File: src/rtl/awg_pkg.sv
// Shared types and default widths for the AWG sweep controller.
package awg_pkg;

  localparam int FREQ_W  = 12;
  localparam int AMP_W   = 3;
  localparam int PHASE_W = 8;
  localparam int DWELL_W = 16;
  localparam int REP_W   = 8;

  localparam int AMP_MIN = 1;

  typedef enum logic {
    IDLE = 1'b0,
    RUN  = 1'b1
  } state_t;

endpackage

File: src/rtl/awg_dwell_timer.sv
// Loadable down-counter; expire is high while the count sits at zero.
module awg_dwell_timer
  import awg_pkg::*;
#(
  parameter int W = DWELL_W
) (
  input  logic         clk,
  input  logic         rst_n,
  input  logic         load,
  input  logic [W-1:0] value,
  output logic         expire
);

  logic [W-1:0] cnt_q;

  always_ff @(posedge clk or negedge rst_n) begin
    if (!rst_n) begin
      cnt_q <= '0;
    end else if (load) begin
      cnt_q <= value;
    end else if (cnt_q != '0) begin
      cnt_q <= cnt_q - 1'b1;
    end
  end

  assign expire = (cnt_q == '0);

endmodule

File: src/rtl/awg_sweep_ctrl.sv
// Frequency sweep / burst scheduler driving one waveform generator.
module awg_sweep_ctrl #(
  parameter int FREQ_W  = awg_pkg::FREQ_W,
  parameter int AMP_W   = awg_pkg::AMP_W,
  parameter int PHASE_W = awg_pkg::PHASE_W,
  parameter int DWELL_W = awg_pkg::DWELL_W,
  parameter int REP_W   = awg_pkg::REP_W
) (
  input  logic               clk,
  input  logic               rst_n,
  input  logic               cfg_valid,
  output logic               cfg_ready,
  input  logic [FREQ_W-1:0]  cfg_f_start,
  input  logic [FREQ_W-1:0]  cfg_f_stop,
  input  logic [FREQ_W-1:0]  cfg_f_step,
  input  logic [DWELL_W-1:0] cfg_dwell,
  input  logic [AMP_W-1:0]   cfg_amp,
  input  logic [PHASE_W-1:0] cfg_phase,
  input  logic [REP_W-1:0]   cfg_repeat,
  input  logic               start,
  input  logic               abort,
  output logic               gen_en,
  output logic [FREQ_W-1:0]  gen_freq,
  output logic [AMP_W-1:0]   gen_amp,
  output logic [PHASE_W-1:0] gen_phase,
  output logic               busy,
  output logic               done,
  output logic               pass_wrap
);

  import awg_pkg::*;

  localparam logic [AMP_W-1:0] AMP_ONE = AMP_W'(AMP_MIN);

  state_t state_q, state_d;

  logic [FREQ_W-1:0]  start_q, stop_q, step_q;
  logic [DWELL_W-1:0] dwell_q;
  logic [AMP_W-1:0]   amp_q;
  logic [PHASE_W-1:0] phase_q;
  logic [REP_W-1:0]   rep_q;
  logic               up_q;

  logic [REP_W-1:0]   rem_q, rem_d;
  logic               en_q, en_d;
  logic [FREQ_W-1:0]  freq_q, freq_d;
  logic [AMP_W-1:0]   gamp_q, gamp_d;
  logic [PHASE_W-1:0] gph_q, gph_d;
  logic               busy_q, busy_d;
  logic               done_q, done_d;
  logic               wrap_q, wrap_d;

  logic               xfer, go, again, pass_end;
  logic               expire, load;
  logic [AMP_W-1:0]   amp_ok;
  logic [FREQ_W-1:0]  eff_start, nxt;
  logic [DWELL_W-1:0] eff_dwell, tmr_val;
  logic [AMP_W-1:0]   eff_amp;
  logic [PHASE_W-1:0] eff_phase;
  logic [REP_W-1:0]   eff_rep;
  logic [FREQ_W:0]    sum, diff;

  assign cfg_ready = (state_q == IDLE);
  assign xfer      = cfg_valid && cfg_ready;
  assign go        = cfg_ready && start && !abort;
  assign amp_ok    = (cfg_amp == '0) ? AMP_ONE : cfg_amp;

  // A same-cycle transfer must feed the start that accompanies it.
  assign eff_start = xfer ? cfg_f_start : start_q;
  assign eff_dwell = xfer ? cfg_dwell   : dwell_q;
  assign eff_amp   = xfer ? amp_ok      : amp_q;
  assign eff_phase = xfer ? cfg_phase   : phase_q;
  assign eff_rep   = xfer ? cfg_repeat  : rep_q;
  assign tmr_val   = cfg_ready ? eff_dwell : dwell_q;

  assign sum      = {1'b0, freq_q} + {1'b0, step_q};
  assign diff     = {1'b0, freq_q} - {1'b0, step_q};
  assign pass_end = (freq_q == stop_q) || (step_q == '0);
  assign again    = (rem_q > REP_W'(1)) || (rep_q == '0);

  always_comb begin
    nxt = freq_q;
    unique case (1'b1)
      up_q: begin
        nxt = (sum > {1'b0, stop_q}) ? stop_q
                                     : sum[FREQ_W-1:0];
      end
      !up_q: begin
        nxt = (diff[FREQ_W] || diff[FREQ_W-1:0] < stop_q)
              ? stop_q : diff[FREQ_W-1:0];
      end
      default: nxt = freq_q;
    endcase
  end

  awg_dwell_timer #(
    .W(DWELL_W)
  ) u_dwell (
    .clk   (clk),
    .rst_n (rst_n),
    .load  (load),
    .value (tmr_val),
    .expire(expire)
  );

  always_ff @(posedge clk or negedge rst_n) begin
    if (!rst_n) begin
      start_q <= '0;
      stop_q  <= '0;
      step_q  <= '0;
      dwell_q <= '0;
      amp_q   <= AMP_ONE;
      phase_q <= '0;
      rep_q   <= REP_W'(1);
      up_q    <= 1'b1;
    end else if (xfer) begin
      start_q <= cfg_f_start;
      stop_q  <= cfg_f_stop;
      step_q  <= cfg_f_step;
      dwell_q <= cfg_dwell;
      amp_q   <= amp_ok;
      phase_q <= cfg_phase;
      rep_q   <= cfg_repeat;
      up_q    <= (cfg_f_stop >= cfg_f_start);
    end
  end

  always_ff @(posedge clk or negedge rst_n) begin
    if (!rst_n) begin
      state_q <= IDLE;
      rem_q   <= '0;
      en_q    <= 1'b0;
      freq_q  <= '0;
      gamp_q  <= AMP_ONE;
      gph_q   <= '0;
      busy_q  <= 1'b0;
      done_q  <= 1'b0;
      wrap_q  <= 1'b0;
    end else begin
      state_q <= state_d;
      rem_q   <= rem_d;
      en_q    <= en_d;
      freq_q  <= freq_d;
      gamp_q  <= gamp_d;
      gph_q   <= gph_d;
      busy_q  <= busy_d;
      done_q  <= done_d;
      wrap_q  <= wrap_d;
    end
  end

  always_comb begin
    state_d = state_q;
    unique case (state_q)
      IDLE: if (go) state_d = RUN;
      RUN: begin
        if (abort) begin
          state_d = IDLE;
        end else if (expire && pass_end && !again) begin
          state_d = IDLE;
        end
      end
      default: state_d = IDLE;
    endcase
  end

  always_comb begin
    rem_d  = rem_q;
    en_d   = en_q;
    freq_d = freq_q;
    gamp_d = gamp_q;
    gph_d  = gph_q;
    busy_d = busy_q;
    done_d = 1'b0;
    wrap_d = 1'b0;
    load   = 1'b0;
    unique case (state_q)
      IDLE: begin
        if (go) begin
          en_d   = 1'b1;
          busy_d = 1'b1;
          freq_d = eff_start;
          gamp_d = eff_amp;
          gph_d  = eff_phase;
          rem_d  = eff_rep;
          load   = 1'b1;
        end
      end
      RUN: begin
        if (abort) begin
          en_d   = 1'b0;
          busy_d = 1'b0;
        end else if (expire && pass_end && again) begin
          freq_d = start_q;
          wrap_d = 1'b1;
          load   = 1'b1;
          if (rep_q != '0) rem_d = rem_q - 1'b1;
        end else if (expire && pass_end) begin
          en_d   = 1'b0;
          busy_d = 1'b0;
          done_d = 1'b1;
        end else if (expire) begin
          freq_d = nxt;
          load   = 1'b1;
        end
      end
      default: begin
        en_d   = 1'b0;
        busy_d = 1'b0;
      end
    endcase
  end

  assign gen_en    = en_q;
  assign gen_freq  = freq_q;
  assign gen_amp   = gamp_q;
  assign gen_phase = gph_q;
  assign busy      = busy_q;
  assign done      = done_q;
  assign pass_wrap = wrap_q;

endmodule

File: config.mk
export PLATFORM = sky130hd
export DESIGN_NAME = awg_sweep_ctrl
export DESIGN_NICKNAME = d
export VERILOG_FILES = /design/src/rtl/awg_pkg.sv /design/src/rtl/awg_dwell_timer.sv /design/src/rtl/awg_sweep_ctrl.sv
export SDC_FILE = /design/constraint.sdc
export NUM_CORES = 1
export LEC_CHECK = 0
export CAP_MARGIN = 5
export CORE_MARGIN = 4
export CORE_UTILIZATION = 49
export DETAILED_ROUTE_END_ITERATION = 7
export PLACE_DENSITY_LB_ADDON = 0.12
export SYNTH_ARGS = -nofsm -noshare
export SYNTH_HDL_FRONTEND = slang
export SYNTH_SLANG_ARGS = --single-unit
File: constraint.sdc
create_clock -name clk -period 12.35 [get_ports clk]
set_input_delay 2.47 -clock clk [delete_from_list [all_inputs] [get_ports clk]]
set_output_delay 2.47 -clock clk [all_outputs]
set_load 0.02 [all_outputs]
==> flow_summary.ini <==
[sta]
setup_viol_count_final = 0
finalCritPeriodShare_pct = 41.4
fin_crit_ns = 5.12
drv_slew = 0
tns_ns = 0
max-slew-margin-rel_pct = 34.3
hold_viol = 0
worstMarginPinSlew_ns = 0.986
fmax_mhz = 195
rsz0062_at_grt = no
fin_worst_skew_ns = 0.00782

[global_route]
antenna_found_initial = 0
overflow = 0
grt_pass1_wl_um = 32500
grt_use_total_pct = 22.9
grt_max_degree = 72
grt_pass1_vias = 6501

[power_and_ir_drop]
p_sw_share_pct = 40.4
peakVddDrop_uv = 139
switchingPower_mw = 0.879
share_clk_of_total_power_pct = 24.8
p_seq_share_pct = 28.0
powerDensity_nw_per_um2 = 230
combPwrFrac_pct = 47.2
intPower_mw = 1.29
p_leak_nw = 4.05

[logic_synthesis]
synthesis.area_um2 = 7640
ys_top_cells_by_count = dfrtp_1, nand2_1, o21ai_0
synthFlopType = dfrtp_1
yosysWarnings = 0
synth_seq_cells = 123
syn_inst = 826
yosysMostFrequentCell = dfrtp_1
synth_edf_count = 0
yosysUniqueCellTypes = 71
yosys.area.top_type = dfrtp_1
synth_top_area_share_pct = 39.0
async_flop_share_pct = 100
synth_nets = 966
avgSynthCellArea_um2 = 9.25
yosysSeqAreaShare_pct = 40.4
yosys-top-cells-area = dfrtp_1, ha_1, mux2_2

[clock_network]
holdBufCountCts = 0
clkSinkCount = 123
root_buffer = clkbuf_16
insertion_delay_ns = 0.42
cts_buffers = 17
ctsResizeCount = 0
post_cts_buffers = 0
clk_pin_slew_worst_paths_ns = 0.06
cts_buffer_depth = 2
h-tree-depth = 4
cts_tree = built

[finish]
design_area_um2 = 9440
drive_gt1_share_pct = 10.5
final_core_util_pct = 61.9
n_antenna_cell = 0
finalNetCount = 1055
multi_input_area_um2 = 4200
syn_to_final_growth_pct = 23.6
fill_cells = 1312
regArea_um2 = 3080

[routing]
routed_via_density = 5.64
vias = 6419
first_iter_violations = 488
final_antenna_net_count = 0
drtPass1Iterations = 5
drc = 0
routed_wl_um = 20100
avgRoutedWirePerCell_um = 17.6

[critical_path]
critPathSlowestCell = dfrtp_1
cp-startpoint = state_q$_DFF_PN0_
crit_chain = inv_1, clkdlybuf4s50_1
critPathArrivalTime_ns = 2.65
setup.worst_path.end_class = primary output
cp-start-kind = register
cp_max_fo = 26
required_ns = 9.88
r2r-start = gen_freq[0]$_DFFE_PN0P_
worst_path_largest_cell_delay_ns = 0.99
path_class = reg2out

[worst_hold_path]
min-delay-start = gen_phase[5]$_DFFE_PN0P_
hp-class = reg2reg

[floorplanning]
core_region_area_um2 = 15300
start_util_pct = 50.1
die_area_um2 = 17700
die_h_um = 133
io_pins = 104
die_w_um = 133
rows = 45

[placed_design]
placed_cell_area_um2 = 8800
gp_congestion = 0.927
numPortBuffers = 103
dpl.hpwl_um = 15000

[flow_run]
cap_violations = 0

[status]
status = finished clean
==> sequential cells by signal (all words and copies together), names as in the netlist <==
| register | flops |
|---|---|
| amp_q | 3 |
| done | 1 |
| phase_q | 8 |
| state_q | 1 |
| gen_freq | 12 |
| u_dwell.cnt_q | 16 |
| stop_q | 12 |
| pass_wrap | 1 |
| rep_q | 8 |
| up_q | 1 |
| busy | 1 |
| gen_amp | 3 |
| dwell_q | 16 |
| start_q | 12 |
| gen_phase | 8 |
| step_q | 12 |
| rem_q | 8 |
==> cells in the final DEF (no fill, tap or decap), types with 23 or more instances in the layout <==
cell / n
dfrtp_1: 119
ha_1: 62
nor3_1: 23
nand2_1: 98
mux2_2: 46
clkdlybuf4s50_1: 102
xnor2_1: 30
nor2_1: 60
inv_1: 54
o21ai_0: 68
a21oi_1: 49
==> power by group through the flow <==
stage / clock (mW) / sequential (mW) / combinational [mW]
after detailed placement: 0 / 0.613 / 1.01
after floorplan: 0 / 0.610 / 0.710
after CTS: 0.546 / 0.608 / 1.02
after global placement: 0 / 0.606 / 0.984
final: 0.539 / 0.608 / 1.03
after global routing: 0.563 / 0.621 / 1.14
==> cell type report <==
type / instances / share of cell area, %
sequential: 123 / 32.7
timing repair buffer: 106 / 11.1
inverter: 54 / 2.15
tap: 211 / 2.80
multi-input combinational: 613 / 44.5
clock inverter: 15 / 2.24
clock buffer: 17 / 4.51
==> path summary, 6_finish.rpt <==
kind | to | slack [ns] | cells past startpoint
max | cfg_ready | 7.23 | 2
min | gen_phase[5]$_DFFE_PN0P_ | 0.48 | 2
max reg2reg | gen_freq[3]$_DFFE_PN0P_ | 7.27 | 18
min reg2reg | gen_phase[5]$_DFFE_PN0P_ | 0.48 | 2
max in group asynchronous | u_dwell.cnt_q[7]$_DFFE_PN0P_ | 8.90 | 2
min in group asynchronous | u_dwell.cnt_q[9]$_DFFE_PN0P_ | 2.09 | 1
==> worst max-delay path, delay by kind of cell (launching register included) <==
kind,cells,cell delay (ns)
buffers and inverters,2,1.23
DFF,1,0.99
==> through the flow <==
stage / total power, mW / cells / hold slack (ns) / worst slack [ns]
2_1_floorplan: 1.32 / 826 / 0.462 / 8.08
3_3_place_gp: 1.59 / 1107 / 0.462 / 7.32
3_5_place_dp: 1.62 / 1107 / 0.467 / 7.25
4_1_cts: 2.17 / 1139 / 0.487 / 7.28
5_1_grt: 2.32 / 1139 / 0.506 / 6.66
6_report: 2.17 / 1139 / 0.481 / 7.23
==> logic make-up (layout without fill, tap and decap cells) <==
| group | count (synthesis) | after routing | share of synthesized area [%] |
|---|---|---|---|
| buffers and inverters | 90 | 192 | 4.85 |
| multiplexers | 47 | 47 | 6.91 |
| adder cells (fa/ha/maj) | 64 | 64 | 10.7 |
| AND/OR/NAND/NOR | 267 | 267 | 17.0 |
| flip-flops | 123 | 123 | 40.4 |
| AO/OA/AOI/OAI | 198 | 198 | 16.0 |
| XOR/XNOR | 37 | 37 | 4.24 |
==> metal layers <==
metal / up-vias / part of all wire, % / global-route usage [%]
met5: - / 0 / 0
met4: 0 / 2.1 / 7.91
met3: 34 / 4.7 / 4.52
met2: 170 / 49 / 38.4
met1: 3117 / 44 / 29.8
li1: 3098 / - / -
No activity file was read; power rests on OpenSTA's default activity.
